[src/rtl/store_monitor.sv]
// Observes the processor store bus: queues in-window stores for a valid/ready drain port
// and runs a pass/fail/timeout verdict machine keyed on a completion store.
module store_monitor #(
    parameter int          DEPTH     = 8,
    parameter logic [31:0] ADDR_LO   = 32'h0000_0000,
    parameter logic [31:0] ADDR_HI   = 32'hFFFF_FFFF,
    parameter logic [31:0] DONE_ADR  = 32'd100,
    parameter logic [31:0] DONE_DATA = 32'd25,
    parameter int          TIMEOUT   = 1024
) (
    input  logic                         clk,
    input  logic                         reset,
    input  logic                         MemWrite,
    input  logic [31:0]                  DataAdr,
    input  logic [31:0]                  WriteData,
    output logic                         out_valid,
    input  logic                         out_ready,
    output logic [31:0]                  out_adr,
    output logic [31:0]                  out_data,
    output logic [$clog2(DEPTH+1)-1:0]   count,
    output logic                         overflow,
    output logic                         done,
    output logic                         pass,
    output logic                         fail,
    output logic                         timeout
);

    localparam int CW = $clog2(DEPTH + 1);
    localparam int PW = $clog2(DEPTH);
    localparam int TW = $clog2(TIMEOUT);

    typedef enum logic [1:0] {
        ST_RUN  = 2'd0,
        ST_PASS = 2'd1,
        ST_FAIL = 2'd2,
        ST_TMO  = 2'd3
    } state_t;

    logic [63:0]   mem_r [DEPTH];
    logic [PW-1:0] wr_ptr_r;
    logic [PW-1:0] rd_ptr_r;
    logic [CW-1:0] count_r;
    logic          out_valid_r;
    logic [31:0]   out_adr_r;
    logic [31:0]   out_data_r;
    logic          overflow_r;
    state_t        state_r;
    logic [TW-1:0] cyc_r;
    logic          done_r;
    logic          pass_r;
    logic          fail_r;
    logic          timeout_r;

    logic [32:0]   lo_diff_s;
    logic [32:0]   hi_diff_s;
    logic          cap_s;
    logic          pop_s;
    logic          full_s;
    logic          wr_en_s;
    logic          drop_s;
    logic [PW-1:0] rd_next_s;
    logic [CW-1:0] remain_s;
    logic [CW-1:0] count_next_s;
    logic [63:0]   head_s;
    logic          hit_s;
    state_t        state_next_s;
    logic [TW-1:0] cyc_next_s;

    // Capture window (borrow-based unsigned compare), FIFO bookkeeping and next head.
    always_comb begin
        lo_diff_s = {1'b0, DataAdr} - {1'b0, ADDR_LO};
        hi_diff_s = {1'b0, ADDR_HI} - {1'b0, DataAdr};
        cap_s     = MemWrite && !lo_diff_s[32] && !hi_diff_s[32];
        pop_s     = out_valid_r && out_ready;
        full_s    = (count_r == CW'(DEPTH));
        wr_en_s   = cap_s && (!full_s || pop_s);
        drop_s    = cap_s && full_s && !pop_s;
        if (pop_s) begin
            rd_next_s = rd_ptr_r + PW'(1);
        end else begin
            rd_next_s = rd_ptr_r;
        end
        remain_s     = count_r - {{(CW-1){1'b0}}, pop_s};
        count_next_s = remain_s + {{(CW-1){1'b0}}, wr_en_s};
        // When nothing older survives the pop, the incoming store becomes the head directly.
        if (remain_s != {CW{1'b0}}) begin
            head_s = mem_r[rd_next_s];
        end else if (wr_en_s) begin
            head_s = {DataAdr, WriteData};
        end else begin
            head_s = 64'h0;
        end
    end

    // Verdict machine next state; a completion store outranks timeout in the same cycle.
    always_comb begin
        hit_s        = MemWrite && (DataAdr == DONE_ADR);
        state_next_s = state_r;
        cyc_next_s   = cyc_r;
        case (state_r)
            ST_RUN: begin
                if (hit_s) begin
                    if (WriteData == DONE_DATA) begin
                        state_next_s = ST_PASS;
                    end else begin
                        state_next_s = ST_FAIL;
                    end
                end else if (cyc_r == TW'(TIMEOUT - 1)) begin
                    state_next_s = ST_TMO;
                end else begin
                    cyc_next_s = cyc_r + TW'(1);
                end
            end
            default: begin
                state_next_s = state_r;
                cyc_next_s   = cyc_r;
            end
        endcase
    end

    // Entry storage; stale contents are unreachable after reset because the pointers clear.
    always_ff @(posedge clk) begin
        if (wr_en_s) begin
            mem_r[wr_ptr_r] <= {DataAdr, WriteData};
        end
    end

    // FIFO pointers, occupancy, registered head and sticky overflow.
    always_ff @(posedge clk or negedge reset) begin
        if (!reset) begin
            wr_ptr_r    <= {PW{1'b0}};
            rd_ptr_r    <= {PW{1'b0}};
            count_r     <= {CW{1'b0}};
            out_valid_r <= 1'b0;
            out_adr_r   <= 32'h0;
            out_data_r  <= 32'h0;
            overflow_r  <= 1'b0;
        end else begin
            if (wr_en_s) begin
                wr_ptr_r <= wr_ptr_r + PW'(1);
            end
            rd_ptr_r    <= rd_next_s;
            count_r     <= count_next_s;
            out_valid_r <= (count_next_s != {CW{1'b0}});
            out_adr_r   <= head_s[63:32];
            out_data_r  <= head_s[31:0];
            if (drop_s) begin
                overflow_r <= 1'b1;
            end
        end
    end

    // Verdict state, saturating cycle counter and one-hot verdict flags.
    always_ff @(posedge clk or negedge reset) begin
        if (!reset) begin
            state_r   <= ST_RUN;
            cyc_r     <= {TW{1'b0}};
            done_r    <= 1'b0;
            pass_r    <= 1'b0;
            fail_r    <= 1'b0;
            timeout_r <= 1'b0;
        end else begin
            state_r   <= state_next_s;
            cyc_r     <= cyc_next_s;
            done_r    <= (state_next_s != ST_RUN);
            pass_r    <= (state_next_s == ST_PASS);
            fail_r    <= (state_next_s == ST_FAIL);
            timeout_r <= (state_next_s == ST_TMO);
        end
    end

    assign out_valid = out_valid_r;
    assign out_adr   = out_adr_r;
    assign out_data  = out_data_r;
    assign count     = count_r;
    assign overflow  = overflow_r;
    assign done      = done_r;
    assign pass      = pass_r;
    assign fail      = fail_r;
    assign timeout   = timeout_r;

endmodule

[config.mk]
export PLATFORM = sky130hd
export DESIGN_NAME = store_monitor
export DESIGN_NICKNAME = d
export VERILOG_FILES = /design/src/rtl/store_monitor.sv
export SDC_FILE = /design/constraint.sdc
export NUM_CORES = 1
export LEC_CHECK = 0
export ABC_CLOCK_PERIOD_IN_PS = 11400
export CAP_MARGIN = 20
export CORE_UTILIZATION = 35
export DETAILED_ROUTE_END_ITERATION = 8
export PLACE_DENSITY = 0.61
export SLEW_MARGIN = 40
export SYNTH_ARGS = -nofsm -noshare
export SYNTH_HDL_FRONTEND = slang
export SYNTH_SLANG_ARGS = --single-unit
export TNS_END_PERCENT = 20
[constraint.sdc]
create_clock -name clk -period 11.4 [get_ports clk]
set_input_delay 1.14 -clock clk [delete_from_list [all_inputs] [get_ports clk]]
set_output_delay 1.14 -clock clk [all_outputs]
set_load 0.05 [all_outputs]
# After elaboration in Yosys (flattened, before gate mapping)
# Memories as Yosys holds them, arrays and structs flattened.
# Index checks and enable logic that the tools add are counted.
# classes
div	0
eq_ne	7
multipliers	0
add_sub_neg	6
n_bitwise	2
n_lt_le_gt_ge	0
reduce_logical	15
shifts	0
mux	9
# op_table
operator	n
64-bit two-way mux	2
32-bit by 32-bit subtractor with 33-bit output (first input constant)	1
32-bit by 5-bit == test with 1-bit output (second input constant)	1
32-bit by 7-bit == test with 1-bit output (second input constant)	1
10-bit by 1-bit adder with 10-bit output (second input constant)	1
10-bit == test (second input constant)	1
2-bit two-way mux	4
4-bit nonzero test	2
3-bit by 1-bit adder with 3-bit output (second input constant)	2
1-bit logical AND	6
4-bit by 1-bit adder with 4-bit output	1
2-bit == test (second input constant)	2
4-bit == test (second input constant)	1
4-bit by 1-bit subtractor with 4-bit output	1
1-bit logical NOT	3
3-bit two-way mux	1
3-bit AND reduction	1
2-bit by 1-bit == test with 1-bit output (second input constant)	1
2-bit logical NOT	1
1-bit two-way mux	2
1-bit NOT	2
2-bit nonzero test	1
1-bit logical OR	1
# word_totals
ramBits	512
latch_bits	0
output_inout_bits	74
mem_count	1
wordCells	53
mem_bits_ro	0
register_bits	92
# memory_table
name	words	word_bits	read_ports	rd_clocked_by_memory_dff	write_ports	line	text
mem_r	8	64	1	0	1	39	logic [63:0] mem_r [DEPTH];

# Logic depth before layout (Yosys ltp)
# Gate-level depths: netlist of the first run.
# depth
depth_word	6
mapped_depth	11
mapped_depth_nobuf	9

# Least setup slack after synthesis of the first run
# OpenSTA, ideal clock, no wires.
# synth_timing
path_type	input-to-reg
start	in out_ready
end	mem mem_r[2][0] (enable)
stages	4
slack_ns	2.682
n_path_buf	0
setup_ns	0.666
t_arrival_ns	8.051
t_required_ns	10.734
path_cell_list	nand2_1 nand3_1 nand2_1 nor4b_1
# synth_between
elab_chain_len	5
# synth_rtl
element	line	text
start, declared	17	input logic out_ready,
1-bit logical AND	74	pop_s = out_valid_r && out_ready;
1-bit logical OR	76	wr_en_s = cap_s && (!full_s || pop_s);
1-bit logical AND	76	
1-bit two-way mux	123	if (wr_en_s) begin
1-bit two-way mux (implied by the code)	124	mem_r[wr_ptr_r] <= {DataAdr, WriteData};
end, declared	39	
# Every way passes these cells.

# Worst setup path in the final report of the first run
# layout_timing
start	in out_ready
end	mem mem_r[1][59] (enable)
# Same word-level chain as after synthesis.

==> run metrics, run 1 <==
Post-CTS Setup Bufs 0; top sig layer met5; Synth cell types 42; Critical Path AT 4.60 ns; Clock Power Share 0.270; Top FF cell, synth edfxtp_1; initial antenna violation count 2; worst-margin pin slew 0.8344 ns; chip width 275.2 µm; Root Driver clkbuf_16; Avg WL per Cell 22.90 µm; pin count of the biggest net entering global routing 153; met3 routed WL 3340 µm; cts bufs inserted 67; # rows 99; Post-Route WL 66170 µm; fin crit share 0.3844; CP startpoint out_ready; Pre-antenna DRT Iters 5; final setup TNS 0 ns; DR iter-0 viols 1416; later-pin clock latency in the skew report 0.61 ns; met1 wire length 28170 µm; R2R Path Start out_valid; Filler cells 6605; compound-cell area share of the yosys netlist 0.1868; f_max 228.2 MHz; port bufs 141; Tmin final 4.382 ns; global-route wire length before repair 99730 µm; post-synthesis average cell area 14.43 µm²; Combinational Power Share 0.367; post-synthesis simple-gate area fraction 0.06681; largest cells by area after synthesis edfxtp_1 59%, dfrtp_1 8.8%, a21boi_0 7.1%; syn nets 1885; total grt overflow 0; number of global-route vias before repair 16120; RePlAce Congestion 0.7480; Finished Layout Cells 2889; unrepaired setup endpoints after global routing false; post_cts resized 0; Post-synth EDFFs 512; P_leak 0.01076 µW; register area share after synthesis 0.6767; HPWL after DPL 33770 µm; die area 75740 µm²; XOR/XNOR share of the synthesized area 0.005029; DR WL met2 33060 µm; vias 16249; I/O Pins 142; Die Ht 275.2 µm; area of the core 73450 µm²; placement-stage worst setup slack 6.296 ns; status complete, no violations; Final setup viols 0; largest family of logic cells by synthesized area compound AO/OA/AOI/OAI gates; Cells after Synth 1810; Syn-to-layout area delta 17.36%; Layout Skew 0.02120 ns; H-tree levels 3; Critical Path RT 11.61 ns; CTS clk-pin slew, worst paths 0.06 ns; Async SR Flop Fraction 0.1523; fin nets 1950; Pint 5294 µW; P per Cell Area 266.7 nW/µm²; commonest cells in the netlist 512 x edfxtp_1, 248 x a21boi_0, 130 x and3_1, 128 x a32o_1, 128 x o32ai_1; largest area contributor in the netlist edfxtp_1; class of the most critical setup path input port to register; CTS Buffer Depth 3; switch share 0.3525; Hold Crit Class input port to async pin; Initial Utilization 0.3556; Vias/cell 5.624; mux cell area share after synthesis 0.02538; sequential power share 0.363; Cells after DPL 2763; TritonCTS clock tree done; Crit Path Max Fanout 41; count leader, synth edfxtp_1; Final ANT Viol Nets 0; layout cells sized above 1 0.08191; hold_buf cts 0; post-synthesis adder-cell area fraction 0.003353; Peak VDD IR 0.1710 mV; Final Worst Setup Slack 7.018 ns; final slew viol count 0; Clock Sinks 604; Setup crit end kind register; GRT Util Overall 0.1747; Cell Area, Synth 26120 µm²; kind of launch point of the worst setup path input port; final hold vios 0; number of synthesized register bits 604; max_cap viols 0; post-synth top area share 0.5885; Psw 2882 µW; synth warn 0; # DRC 0; Worst slew margin 0.4437
-- registers in the layout, indices dropped and copies added (netlist names) --
name	flops
pass	1
rd_ptr_r	3
wr_ptr_r	3
overflow	1
done	1
out_data	32
count	4
out_adr	32
cyc_r	10
out_valid	1
mem_r	512
timeout	1
state_r	2
fail	1
-- critical path: stages --
cell and delay [ns]:
clkdlybuf4s50_1 0.71, nand2_1 0.12, nand3_1 0.17, nand2_1 0.20, inv_2 0.66, buf_4 0.72
nand2_1 0.14, nor3_2 0.15, buf_4 0.56
-- logic make-up (layout without fill, tap and decap cells) --
kind of cell | Yosys count | count (layout)
multiplexers | 66 | 66
buffers and inverters | 197 | 316
adder cells (fa/ha/maj) | 7 | 7
AND/OR/NAND/NOR | 334 | 334
AO/OA/AOI/OAI | 587 | 587
flip-flops | 604 | 604
XOR/XNOR | 15 | 15
other | 0 | 1
-- layout by cell type (no fill, tap or decap), drive strengths merged, types with 2 or more instances in the layout --
| master | instances |
|---|---|
| edfxtp | 512 |
| a21boi | 256 |
| clkdlybuf4s50 | 140 |
| and3 | 130 |
| a32o | 128 |
| o32ai | 128 |
| clkbuf | 93 |
| dfrtp | 92 |
| nand2 | 80 |
| nor2 | 71 |
| mux2i | 64 |
| a21o | 64 |
| buf | 41 |
| clkinv | 19 |
| nor4 | 15 |
| inv | 14 |
| xor2 | 10 |
| bufinv | 8 |
| ha | 7 |
| nor4b | 7 |
| nor3 | 7 |
| nand3 | 6 |
| nand4 | 5 |
| xnor2 | 5 |
| o21ai | 3 |
| a21oi | 3 |
| a21bo | 3 |
| nor3b | 3 |
| nor4bb | 2 |
| o21bai | 2 |
| mux2 | 2 |
| and2 | 2 |
| nand3b | 2 |
-- power by group through the flow --
stage,clock network (µW),logic (µW),registers [µW]
floorplan,0,1680,3440
global placement,0,2920,3010
detailed placement,0,3010,3010
CTS,2260,3020,2970
global route,2350,3230,3000
finish,2210,3000,2970
-- layer usage --
metal | GRT usage | up-vias
met5 | 0 | -
met4 | 0.05583 | 2
met3 | 0.03003 | 109
met2 | 0.2964 | 481
met1 | 0.2266 | 8288
li1 | - | 7369
-- worst paths after layout --
check | to | slack [ns] | cells past startpoint
max | mem_r[1][59] | 7.02 | 9
min | timeout | 0.43 | 1
max reg2reg | mem_r[1][59] | 7.67 | 8
min reg2reg | cyc_r[9] | 0.46 | 1
max in group asynchronous | rd_ptr_r[2] | 9.75 | 3
min in group clk | cyc_r[9] | 0.46 | 1
-- through the flow --
step / instance area (µm²) / hold WS [ns] / power [µW] / util
after floorplan: 26120 / 0.4342 / 5129 / -
after detailed placement: 28340 / 0.4542 / 6027 / 0.3858
after CTS: 30590 / 0.4647 / 8262 / 0.4165
after global placement: 28200 / 0.4525 / 5934 / 0.3839
final: 30660 / 0.4321 / 8176 / 0.4174
after global routing: 30660 / 0.4299 / 8577 / 0.4174
-- area by class of cell --
cell class                 count  area (µm²)  share of cell area
multi-input combinational   1009        7616              0.2484
tap                          959        1200             0.03914
timing repair buffer         182        1871             0.06101
inverter                      11       41.29            0.001347
antenna                        1       2.502          0.00008162
clock buffer                  92        1863             0.06077
clock inverter                31       387.9             0.01265
sequential                   604       17680              0.5766
(Power assumes the default switching activity.)
==> run 2, diff against run 1 <==
Settings changed: ABC_CLOCK_PERIOD_IN_PS 11400 to 4500.
Clock period 11.4 ns to 4.5 ns, I/O delays scaled along.
==> run metrics, run 2 (same netlist as run 1, synthesis figures left out) <==
sequential power share 0.369 (+0.006); final hold vios 0 (unchanged); Post-CTS Setup Bufs 0 (unchanged); vias 16194 (-0.34%); Worst path depth 10 (+1); Psw 7392 µW (+160%); R2R Setup Slk 1.61 ns (-6.06 ns); Cells after DPL 2767 (+0.14%); Crit-path slowest cell dfrtp_1; worst-margin pin slew 0.8524 ns (+0.01792 ns); Critical Path RT 5.04 ns (-6.57 ns); HPWL after DPL 35770 µm (+5.9%); critical-path cell list nand2_1, inv_1, ha_1, ha_1, xnor2_1, and3_1, nand3_4, buf_4, nor2_1, a21o_1; register area 17680 µm² (unchanged); delay-heaviest family, CP simple AND/OR/NAND/NOR gates; CTS Buffer Depth 3 (unchanged); Worst Path Buf+Inv 2 (-2); later-pin clock latency in the skew report 0.61 ns (about the same); Combinational Power Share 0.378 (+0.011); Hold Crit Class input port to async pin; global-route wire length before repair 100200 µm (+0.43%); Syn-to-layout area delta 17.21%; class of the most critical setup path register to register; reg2reg end out_adr[20]; I/O Pins 142 (unchanged); layout cells sized above 1 0.08446 (+0.002548); P per Cell Area 668.7 nW/µm² (+150%); unrepaired setup endpoints after global routing false; worst r2r path cells 10 (+2); Final setup viols 0 (unchanged); Post-Route WL 66830 µm (+1.0%); Worst slew margin 0.4318 (-0.01195); Clock Sinks 604 (unchanged); number of global-route vias before repair 16244 (+0.77%); fin crit share 0.6432; Clock Power Share 0.253 (-0.017); R2R Path Start out_valid; Vias/cell 5.605 (-0.34%); Layout Skew 0.02470 ns (+0.003507 ns); initial antenna violation count 2 (unchanged); commonest non-fill, non-tap cells in the layout 512 x edfxtp_1, 248 x a21boi_0, 140 x clkdlybuf4s50_1; kind of launch point of the worst setup path register; commonest non-fill, non-tap cell in the layout edfxtp_1; status complete, no violations; DR iter-0 viols 1361 (-3.9%); max_cap viols 0 (unchanged); hold_buf cts 1 (+1); Avg WL per Cell 23.13 µm (+1.0%); Initial Utilization 0.3556 (unchanged); n_diodes 0 (-1); Finished Layout Cells 2889 (unchanged); GRT Util Overall 0.1755 (+0.0007718); die area 75740 µm² (unchanged); post_cts resized 0 (unchanged); Pint 13080 µW (+150%); chip width 275.2 µm (unchanged); # rows 99 (unchanged); pin count of the biggest net entering global routing 217 (+42%); CTS clk-pin slew, worst paths 0.06 ns (about the same); cts bufs inserted 67 (unchanged); Die Ht 275.2 µm (unchanged); area of the core 73450 µm² (unchanged); fin nets 1953 (+0.15%); H-tree levels 3 (unchanged); Pre-antenna DRT Iters 7 (+2); Root Driver clkbuf_16; total grt overflow 0 (unchanged); TritonCTS clock tree done; final slew viol count 0 (unchanged); Setup crit end kind register; Peak VDD IR 0.5799 mV (+240%); # DRC 0 (unchanged); switch share 0.3610 (+0.008493); P_leak 0.01074 µW (-0.21%); Final ANT Viol Nets 0 (unchanged); Most flops, register mem_r; f_max 345.5 MHz; Filler cells 6543 (-0.94%); Critical Path AT 3.44 ns (-1.16 ns); footprint of the multi-input gates 7652 µm² (+0.48%); post-layout util 0.4169 (-0.0005280); Crit Path Max Fanout 32 (-22%); max reg flops 512 (unchanged); max incr delay on CP 0.52 ns (-0.20 ns); final setup TNS 0 ns (unchanged); Tmin final 2.895 ns; port bufs 141 (unchanged); RePlAce Congestion 0.7630 (+2.0%); most frequent CP cell ha_1
[run 2: cell count changes in the layout (fill, tap and decap cells not counted), sizes merged]
cell / previous run / this run
inv: 14 / 12
clkinvlp: 1 / 3
buf: 41 / 44
diode: 1 / 0
clkbuf: 93 / 92
bufinv: 8 / 1
clkinv: 19 / 24
dlygate4sd3: 0 / 1
[run 2: metrics by stage]
step	total power (µW)	cell area [µm²]	hold slack (ns)	setup WS, ns
floorplan	12970	26150	0.1544	-1.878
finish	20480	30620	0.2830	1.605
detailed placement	15470	28530	0.3651	1.018
global placement	15300	28530	0.3683	1.116
CTS	20690	30620	0.2642	1.577
global route	21450	30620	0.2769	1.425
[run 2: cell type report]
cell class	instances	share of cell area
clock buffers	92	0.06085
clock inverters	29	0.007110
inverters	11	0.001389
multi-input cells	1009	0.2499
flip-flops and latches	604	0.5773
well taps	959	0.03919
repair buffers	185	0.06424
[run 2: worst max-delay path by stage]
stage               slack, ns     endpoint  startpoint
detailed placement       1.02  out_adr[20]   out_ready
CTS                      1.58  out_adr[20]   out_valid
global route             1.42  out_adr[20]   out_valid
finish                   1.61  out_adr[20]   out_valid
floorplan               -1.88  mem_r[1][0]   out_valid
global placement         1.12  out_adr[27]   out_ready
[run 2: power groups by stage]
stage          Clock [µW]  Combinational, µW  Sequential (µW)
3_3_place_gp            0               7640             7660
5_1_grt              5510               8310             7630
2_1_floorplan           0               4280             8690
4_1_cts              5290               7830             7580
3_5_place_dp            0               7790             7680
6_report             5180               7750             7550
[run 2: metal layers]
metal	GRT usage	up-vias	part of all wire
met2	0.3108	357	0.52
met4	0.05205	4	0.021
met3	0.02811	93	0.041
met5	0	-	0.00033
met1	0.2193	8376	0.42
li1	-	7364	-
